<file path="src/rtl/fft_twiddle_butterfly_core.sv">
// fft_twiddle_butterfly_core
//   Arithmetic core of a 16-point radix-2^2 SDF FFT. It contains:
//     - BF1: stage-A butterfly (add/sub or bypass)
//     - BF2: stage-B butterfly with an optional -j rotation of X2
//     - a registered 16-entry W16^k twiddle ROM (Q2.14, {re,im})
//   Both butterflies are combinational and wrap modulo 2^WIDTH.
//   The ROM has a 1-cycle read latency. Reset clears only the ROM register.
// Ports:
//   clk, i_reset                 clock, async active-high reset
//   bf1_x_*, bf1_x2_*            BF1 operands (delay line, new sample)
//   bf1_control                  1 = butterfly, 0 = bypass
//   bf1_z_*, bf1_z2_*            BF1 forward / delay-line outputs
//   bf2_x_*, bf2_x2_*            BF2 operands
//   bf2_control, bf2_conjugate   butterfly enable, -j rotation of X2
//   bf2_z_*, bf2_z2_*            BF2 forward / delay-line outputs
//   twi_addr, twiddle            ROM index k, registered W16^k

// Shared butterfly datapath: z = x + y, z2 = x - y when control is set.
// Otherwise z = x and z2 = pass (the unrotated new sample).
module fft_bf_unit #(
  parameter int WIDTH = 16
) (
  input  logic [WIDTH-1:0] x_re,
  input  logic [WIDTH-1:0] x_im,
  input  logic [WIDTH-1:0] y_re,
  input  logic [WIDTH-1:0] y_im,
  input  logic [WIDTH-1:0] pass_re,
  input  logic [WIDTH-1:0] pass_im,
  input  logic             control,
  output logic [WIDTH-1:0] z_re,
  output logic [WIDTH-1:0] z_im,
  output logic [WIDTH-1:0] z2_re,
  output logic [WIDTH-1:0] z2_im
);
  assign z_re  = control ? x_re + y_re : x_re;
  assign z_im  = control ? x_im + y_im : x_im;
  assign z2_re = control ? x_re - y_re : pass_re;
  assign z2_im = control ? x_im - y_im : pass_im;
endmodule

module fft_twiddle_butterfly_core #(
  parameter int WIDTH = 16
) (
  input  logic             clk,
  input  logic             i_reset,
  input  logic [WIDTH-1:0] bf1_x_re,
  input  logic [WIDTH-1:0] bf1_x_im,
  input  logic [WIDTH-1:0] bf1_x2_re,
  input  logic [WIDTH-1:0] bf1_x2_im,
  input  logic             bf1_control,
  output logic [WIDTH-1:0] bf1_z_re,
  output logic [WIDTH-1:0] bf1_z_im,
  output logic [WIDTH-1:0] bf1_z2_re,
  output logic [WIDTH-1:0] bf1_z2_im,
  input  logic [WIDTH-1:0] bf2_x_re,
  input  logic [WIDTH-1:0] bf2_x_im,
  input  logic [WIDTH-1:0] bf2_x2_re,
  input  logic [WIDTH-1:0] bf2_x2_im,
  input  logic             bf2_control,
  input  logic             bf2_conjugate,
  output logic [WIDTH-1:0] bf2_z_re,
  output logic [WIDTH-1:0] bf2_z_im,
  output logic [WIDTH-1:0] bf2_z2_re,
  output logic [WIDTH-1:0] bf2_z2_im,
  input  logic [3:0]       twi_addr,
  output logic [31:0]      twiddle
);

  // BF1
  fft_bf_unit #(.WIDTH(WIDTH)) u_bf1 (
    .x_re(bf1_x_re), .x_im(bf1_x_im),
    .y_re(bf1_x2_re), .y_im(bf1_x2_im),
    .pass_re(bf1_x2_re), .pass_im(bf1_x2_im),
    .control(bf1_control),
    .z_re(bf1_z_re), .z_im(bf1_z_im),
    .z2_re(bf1_z2_re), .z2_im(bf1_z2_im)
  );

  // BF2: -j*(a + jb) = b - ja. Negation wraps, so -(-2^(W-1)) stays put.
  logic [WIDTH-1:0] bf2_y_re, bf2_y_im;
  assign bf2_y_re = bf2_conjugate ? bf2_x2_im : bf2_x2_re;
  assign bf2_y_im = bf2_conjugate ? WIDTH'(0) - bf2_x2_re : bf2_x2_im;

  // Bypass forwards the raw X2, not the rotated Y.
  fft_bf_unit #(.WIDTH(WIDTH)) u_bf2 (
    .x_re(bf2_x_re), .x_im(bf2_x_im),
    .y_re(bf2_y_re), .y_im(bf2_y_im),
    .pass_re(bf2_x2_re), .pass_im(bf2_x2_im),
    .control(bf2_control),
    .z_re(bf2_z_re), .z_im(bf2_z_im),
    .z2_re(bf2_z2_re), .z2_im(bf2_z2_im)
  );

  // Twiddle ROM: W16^k = cos(2pi k/16) - j sin(2pi k/16), Q2.14, {re,im}.
  // All 16 entries are populated, although the pipeline only uses k <= 9.
  logic [31:0] twiddle_d, twiddle_q;

  always_comb begin
    twiddle_d = 32'h0000_0000;
    case (twi_addr)
      4'd0:  twiddle_d = 32'h4000_0000;
      4'd1:  twiddle_d = 32'h3B21_E782;
      4'd2:  twiddle_d = 32'h2D41_D2BF;
      4'd3:  twiddle_d = 32'h187E_C4DF;
      4'd4:  twiddle_d = 32'h0000_C000;
      4'd5:  twiddle_d = 32'hE782_C4DF;
      4'd6:  twiddle_d = 32'hD2BF_D2BF;
      4'd7:  twiddle_d = 32'hC4DF_E782;
      4'd8:  twiddle_d = 32'hC000_0000;
      4'd9:  twiddle_d = 32'hC4DF_187E;
      4'd10: twiddle_d = 32'hD2BF_2D41;
      4'd11: twiddle_d = 32'hE782_3B21;
      4'd12: twiddle_d = 32'h0000_4000;
      4'd13: twiddle_d = 32'h187E_3B21;
      4'd14: twiddle_d = 32'h2D41_2D41;
      4'd15: twiddle_d = 32'h3B21_187E;
      default: twiddle_d = 32'h0000_0000;
    endcase
  end

  always_ff @(posedge clk or posedge i_reset) begin
    if (i_reset) twiddle_q <= 32'h0000_0000;
    else         twiddle_q <= twiddle_d;
  end

  assign twiddle = twiddle_q;

endmodule

</file>
<file path="config.mk">
export PLATFORM = sky130hd
export DESIGN_NAME = fft_twiddle_butterfly_core
export DESIGN_NICKNAME = d
export VERILOG_FILES = /design/src/rtl/fft_twiddle_butterfly_core.sv
export SDC_FILE = /design/constraint.sdc
export NUM_CORES = 1
export LEC_CHECK = 0
export BUFFER_PORTS_ARGS = -buffer_cell sky130_fd_sc_hd__buf_2
export CELL_PAD_IN_SITES_DETAIL_PLACEMENT = 2
export CELL_PAD_IN_SITES_GLOBAL_PLACEMENT = 2
export CORE_MARGIN = 3
export CORE_UTILIZATION = 28
export DETAILED_ROUTE_END_ITERATION = 8
export GPL_ROUTABILITY_DRIVEN = 0
export PLACE_DENSITY_LB_ADDON = 0.12
export SYNTH_ARGS = -nofsm -noshare
export SYNTH_HDL_FRONTEND = slang
export SYNTH_SLANG_ARGS = --single-unit
</file>
<file path="constraint.sdc">
create_clock -name clk -period 6.93 [get_ports clk]
set_input_delay 1.386 -clock clk [delete_from_list [all_inputs] [get_ports clk]]
set_output_delay 1.386 -clock clk [all_outputs]
set_load 0.005 [all_outputs]
</file>
### Word-level counts from Yosys, hierarchy flattened

Memories as Yosys holds them, arrays and structs flattened. A register that Yosys moved wholly into a read port is not among the register bits.
Cells that the tools add are included.

| word-level totals | value |
|---|---|
| register bits after elaboration | 0 |
| latch bits | 0 |
| memory bits (writable) | 0 |
| bits in read-only memories | 512 |
| input bits | 137 |
| output and inout port bits | 160 |
| logic and storage cells | 20 |
| memories kept | 1 |

Memories:

| memory | words | bits a word | rd ports | clocked after Yosys merged registers in | write ports | line | text |
|---|---|---|---|---|---|---|---|
| (no name shown) | 16 | 32 | 1 | 1 | 0 | 100 | `case (twi_addr)` |

| cells by class | value |
|---|---|
| add/subtract/negate cells | 9 |
| multipliers | 0 |
| divide/modulo/power cells | 0 |
| magnitude comparators | 0 |
| eq/ne operators | 0 |
| shift operators | 0 |
| muxes and demuxes | 10 |
| bitwise operators | 0 |
| reduce and logical (&&, ||, !) cells | 0 |

Operators by type and width:

| cell | count |
|---|---|
| two-way mux 16 bit | 10 |
| adder 16 bit | 4 |
| subtractor 16 bit | 4 |
| subtractor 1 x 16 -> 16 bit, first input constant | 1 |

### Longest topological paths before layout

Gate-level depths: netlist (run 1).

| logic depth | value |
|---|---|
| depth after elaboration | 4 |
| depth in mapped cells | 18 |
| gate-level depth less buffers | 17 |

### Cells and area by module

A second synthesis (run 1) with hierarchy kept.

| unflattened totals | value |
|---|---|
| cells, all modules | 1363 |
| area, all modules | 9841.9 sq um |

Modules (own cells, without submodules):

| module | times used | cells each | area an instance (sq um) | sequential area each (sq um) |
|---|---|---|---|---|
| fft_bf_unit at u_bf1 | 1 | 618 | 4146.5 | 0.0 |
| fft_bf_unit at u_bf2 | 1 | 570 | 3973.8 | 0.0 |
| fft_twiddle_butterfly_core | 1 | 175 | 1721.7 | 600.6 |

### Worst setup path after synthesis (run 1)

OpenSTA, ideal clock, no wires.

| path | value |
|---|---|
| path type | input -> output |
| from | input bf2_x2_re[6] |
| to | output bf2_z_im[15] |
| arrival time | 4718 ps |
| required time | 5544 ps |
| setup slack | 826 ps |
| stages on the path | 14 |
| path buffers | 1 |
| cell sequence | or4_4 -> or3_2 -> xor2_1 -> mux2_2 -> ha_1 -> clkbuf_1 -> a211oi_1 -> and2_1 -> nand4b_1 -> a21oi_1 -> nor4b_1 -> o31ai_1 -> xnor2_1 -> mux2_2 |

| on the way | value |
|---|---|
| cells in the longest elaborated chain, start to end | 4 |

RTL lines:

| what | line | text |
|---|---|---|
| from (decl) | 57 | `input logic [WIDTH-1:0] bf2_x2_re,` |
| subtractor 1 x 16 -> 16 bit | 82 | `assign bf2_y_im = bf2_conjugate ? WIDTH'(0) - bf2_x2_re : bf2_x2_im;` |
| two-way mux 16 bit | 82 |  |
| adder 16 bit | 36 | `assign z_im = control ? x_im + y_im : x_im;` |
| two-way mux 16 bit | 36 |  |
| to (decl) | 62 | `output logic [WIDTH-1:0] bf2_z_im,` |

Every way passes these cells.

### Worst setup path in the final report (run 1)

Same ends and word-level chain as after synthesis.

==> results.tsv, run 1 <==
metric	value	unit
synth-seq-cells	24	
dp_hpwl	28800	um
setup_tns	0	ns
worstMarginPinSlew	0.902	ns
cp_max_fo	4	
slowest_delay	0.57	ns
relSlewSlack	39.8	%
crit_path_end_kind	output pin	
synthFlopType	dfrtp_1	
grt_max_degree	73	
nets	1754	
start_kind	input pin	
rows	63	
root_buffer	clkbuf_16	
postPlaceCellArea	0.0104	mm^2
final_util	34.8	%
largest_reg_flops	24	
htree_levels	1	
synthCells	1237	
grtUsageTotal	19.5	%
p_per_area	126	mW/mm^2
remaining_drc_errors	0	
wl	33400	um
min_path_type	input pin to asynchronous set/reset pin	
mappedNetlistArea	0.00863	mm^2
async_reset_ff_share	100	%
crit_type	input pin to output pin	
numCtsBuffers	3	
cp.arrival	5.30	ns
synth_edf_count	0	
drt_iter0_drc	291	
ant_nets	0	
grt_remaining_overflow	0	
rsz0062_at_grt	no	
slew_violations	0	
start_util	28.7	%
crit_path_top_delay_cell	or4_4	
crit_required	5.54	ns
power_leakage	5.19	nW
area_growth	21.3	%
first_global_vias	10292	
drtPass1Iterations	4	
synth.distinct_cells	66	
vdd_ir_drop_max	0.0793	mV
port_buffers	296	
synth_area_per_cell	6.97	um^2
clock_sinks	24	
layout_min_cycle_time	6.69	ns
period_share	96.5	%
avgViaCountPerCell	5.09	
crit_chain	buf_2 > or4_4 > or3_2 > xor2_1 > mux2_2 > ha_1 > a211oi_1 > and2_1 > nand4b_1 > a21oi_1 > nor4b_1 > o31ai_1 > xnor2_1 > mux2_2 > buf_2	
synth_fp_nets	1512	
antenna_found_initial	7	
hold_viol_final	0	
maxCapViolCount	0	
fin_area	0.0105	mm^2
hold_buffers	0	
cts_resized	0	
die_h	182	um
yosysWarningCount	0	
setup_violations	0	
post-cts-setup-buffer-count	0	
synth_seq_area_share	6.96	%
coreArea	0.0300	mm^2
clkTransAtPathRegs	0.06	ns
holdWs	1.32	ns
boundaryPins	297	
cts_tree	yes	
max_freq	150	MHz
grt_pass1_wl	54300	um
dieWidth	182	um
status	finished, final reports clean	
via_count	9527	
dieArea	0.0330	mm^2
drive_gt1_share	24.0	%
route.detailed.wl_per_inst	17.9	um
cts_buffer_depth	2	
==> cell usage in the layout (no fill, tap or decap), types with 24 or more instances in the layout <==
master   Yosys  routed
buf_2        2     294
nor2_1     160     160
a21oi_1    147     147
ha_1       130     130
inv_1      128     128
xnor2_1     81      81
nand2_1     67      67
o21ai_0     62      62
mux2_2      36      36
mux2i_1     35      35
nor3_1      31      31
dfrtp_1     24      24
==> worst max-delay path by stage <==
stage | from | to | slack (ns) | cells past startpoint
after floorplan | bf2_x2_re[6] | bf2_z_im[15] | 0.83 | 14
after global placement | bf2_x2_re[6] | bf2_z_im[15] | 0.44 | 15
after detailed placement | bf2_x2_re[6] | bf2_z_im[15] | 0.25 | 15
after CTS | bf2_x2_re[6] | bf2_z_im[15] | 0.24 | 15
after global routing | bf2_x2_re[6] | bf2_z_im[15] | 0.02 | 15
final | bf2_x2_re[6] | bf2_z_im[15] | 0.24 | 15
==> routing by layer <==
| metal | wire length [um] | GRT usage (%) | vias up |
|---|---|---|---|
| li1 | - | - | 4753 |
| met1 | 14400 | 23.9 | 4544 |
| met2 | 17000 | 37.0 | 194 |
| met3 | 1700 | 3.49 | 24 |
| met4 | 223 | 1.65 | 12 |
| met5 | 91 | 0 | - |
==> cell families (layout without fill, tap and decap cells) <==
kind of cell | Yosys count | after routing | share of synthesized area, %
AO/OA/AOI/OAI | 348 | 348 | 24.5
XOR/XNOR | 100 | 100 | 10.2
adder cells (fa/ha/maj) | 138 | 138 | 20.7
buffers and inverters | 196 | 437 | 9.17
flip-flops | 24 | 24 | 6.96
multiplexers | 73 | 73 | 9.28
other | 0 | 2 | 0
AND/OR/NAND/NOR | 358 | 358 | 19.2
==> worst max-delay path, delay by kind of cell <==
kind / cells / cell delay (ns)
xor gates and xnor gates: 2 / 0.31
AOI/OAI and AO/OA: 3 / 0.58
buffers and inverters: 2 / 0.26
adders and majority gates: 1 / 0.29
and+or+nand+nor: 5 / 1.92
muxes: 2 / 0.56
==> area by class of cell <==
| type | count | area (um^2) |
|---|---|---|
| diodes | 2 | 5.00 |
| clock buffers | 3 | 75.1 |
| clock inverters | 1 | 30.0 |
| fillers | 3750 | 19600 |
| inverters | 129 | 484 |
| multi-input cells | 1017 | 7240 |
| flip-flops and latches | 24 | 601 |
| well taps | 390 | 488 |
| repair buffers | 304 | 1550 |
==> synthesized netlist by cell type, drive strengths merged (8+ instances only) <==
library cell | n | area [um^2]
nand3 | 14 | 70.1
a211oi | 10 | 75.1
nor3 | 33 | 181
or3 | 9 | 57.6
nand2 | 68 | 258
xnor2 | 81 | 709
o21a | 12 | 90.1
o211ai | 9 | 67.6
a31oi | 12 | 75.1
nor2b | 17 | 106
ha | 130 | 1630
nor4 | 12 | 75.1
o21bai | 20 | 150
inv | 128 | 480
a21o | 15 | 114
nor2 | 160 | 601
mux2 | 36 | 405
and3 | 12 | 75.1
o21ai | 62 | 310
mux2i | 35 | 350
xor2 | 19 | 166
a21oi | 147 | 736
dfrtp | 24 | 601
clkbuf | 50 | 188
o31ai | 12 | 90.1
nand2b | 20 | 125
fa | 8 | 160
buf | 17 | 119
==> report_power, final <==
group          internal (mW)  switching, mW  total [mW]
sequential             0.153        0.00425       0.157
clock                  0.115         0.0482       0.163
combinational          0.432          0.564       0.995
total                  0.699          0.616        1.32
==> per-stage QoR <==
step	setup slack, ns	std cells	power [mW]
finish	0.242	1870	1.32
global route	0.0187	1868	1.46
CTS	0.240	1868	1.34
detailed placement	0.255	1864	1.17
global placement	0.440	1864	1.15
floorplan	0.826	1237	0.793
(Power assumes the default switching activity.)
==> run 2, diff against run 1 <==
CTS_CLUSTER_DIAMETER = 50   (was unset)
PLACE_DENSITY_LB_ADDON = 0.1   (was 0.12)
RECOVER_POWER = 50   (was unset)
==> run 2 against run 1 <==
Effect of this change:
- the run now ends with max-capacitance violations, max-slew violations left
- sequential power is essentially flat
- combinational power decreased by 0.5%
- worst hold slack worse by 0.014 ns
- global-route usage down 0.24 points
- flip-flop and latch count did not move
==> results.tsv, run 2 (same netlist as run 1, synthesis figures left out) <==
metric	value	unit
avgViaCountPerCell	5.07	
clock_sinks	24	
final_util	34.7	%
grtUsageTotal	19.3	%
crit_type	input pin to output pin	
boundaryPins	297	
grt_remaining_overflow	0	
post-cts-setup-buffer-count	0	
cp_num_buf_inv	2	
area_growth	20.7	%
wl	33500	um
holdWs	1.30	ns
power	1.31	mW
first_global_vias	10232	
setup_violations	0	
grt_max_degree	70	
power_leakage	5.07	nW
ant_nets	0	
layout_common_cells	buf_2 (254), nor2_1 (160), a21oi_1 (147)	
place_ws	0.331	ns
cp.arrival	5.22	ns
crit_family	simple AND/OR/NAND/NOR gates	
crit_path_end_kind	output pin	
p_per_area	126	mW/mm^2
period_share	95.3	%
final_common_cell	buf_2	
worstMarginPinSlew	2.99	ns
rsz0062_at_grt	no	
dp_hpwl	28700	um
drt_iter0_drc	347	
setup_tns	0	ns
hold_buffers	0	
vdd_ir_drop_max	0.0974	mV
crit_required	5.54	ns
status	finished with violations	
slowest_delay	0.56	ns
numCtsBuffers	3	
htree_levels	1	
hold_viol_final	0	
clkTransAtPathRegs	0.06	ns
cp_max_fo	4	
cts_buffer_depth	2	
drtPass1Iterations	4	
cts_resized	0	
root_buffer	clkbuf_16	
maxCapViolCount	2	
antenna_found_initial	6	
cts_tree	yes	
dieWidth	182	um
largest_reg_flops	24	
start_util	28.7	%
drive_gt1_share	21.2	%
remaining_drc_errors	0	
layout_min_cycle_time	6.61	ns
nets	1754	
via_count	9500	
grt_pass1_wl	53600	um
dieArea	0.0330	mm^2
max_freq	151	MHz
relSlewSlack	-99.7	%
crit_path_top_delay_cell	or4_4	
crit_chain	buf_2 > or4_4 > or3_2 > xor2_1 > mux2_2 > ha_1 > a211oi_1 > and2_1 > nand4b_1 > a21oi_1 > nor4b_1 > o31ai_1 > xnor2_1 > mux2_2 > buf_2	
worst_slack	0.323	ns
route.detailed.wl_per_inst	17.9	um
rows	63	
slew_violations	115	
violations	max-capacitance violations, max-slew violations	
port_buffers	296	
start_kind	input pin	
die_h	182	um
min_path_type	input pin to asynchronous set/reset pin	
coreArea	0.0300	mm^2
[run 2: cell types whose count changed in the layout (fill, tap and decap cells not counted)]
cell,change
mux2_2,-1
buf_2,-40
clkbuf_1,+41
diode_2,+2
buf_4,-2
mux2_1,+1
clkbuf_2,+1
[run 2: per-stage QoR]
stage | cell area (um^2) | std cells
2_1_floorplan | 8630 | 1237
3_3_place_gp | 10400 | 1864
3_5_place_dp | 10400 | 1864
4_1_cts | 10500 | 1868
5_1_grt | 10400 | 1870
6_report | 10400 | 1872
[run 2: worst paths after layout]
path                       slack (ns)          from  cells after the start            to
max                              0.32  bf2_x2_re[6]                     15  bf2_z_im[15]
min in group clk                 1.48   twi_addr[0]                      3   twiddle[28]
max in group asynchronous        5.08       i_reset                      2   twiddle[10]
min                              1.30       i_reset                      2   twiddle[30]
[run 2: routing by layer]
metal  wire length, um  vias to the layer above  global-route usage (%)
met2             17200                      182                    36.7
met4               244                        8                    1.86
met3              1480                       24                    3.10
met1             14600                     4550                    23.6
met5                37                        -                       0
li1                  -                     4736                       -
[run 2: final cells by class]
type	instances	area [um^2]
fillers	3803	19600
multi-input cells	1017	7240
repair buffers	304	1490
flip-flops and latches	24	601
well taps	390	488
inverters	129	484
clock buffers	3	75.1
clock inverters	1	30.0
diodes	4	10.0
[run 2: power by group]
| part | internal, mW | switching [mW] |
|---|---|---|
| sequential | 0.153 | 0.00442 |
| combinational | 0.426 | 0.564 |
| clock | 0.115 | 0.0471 |
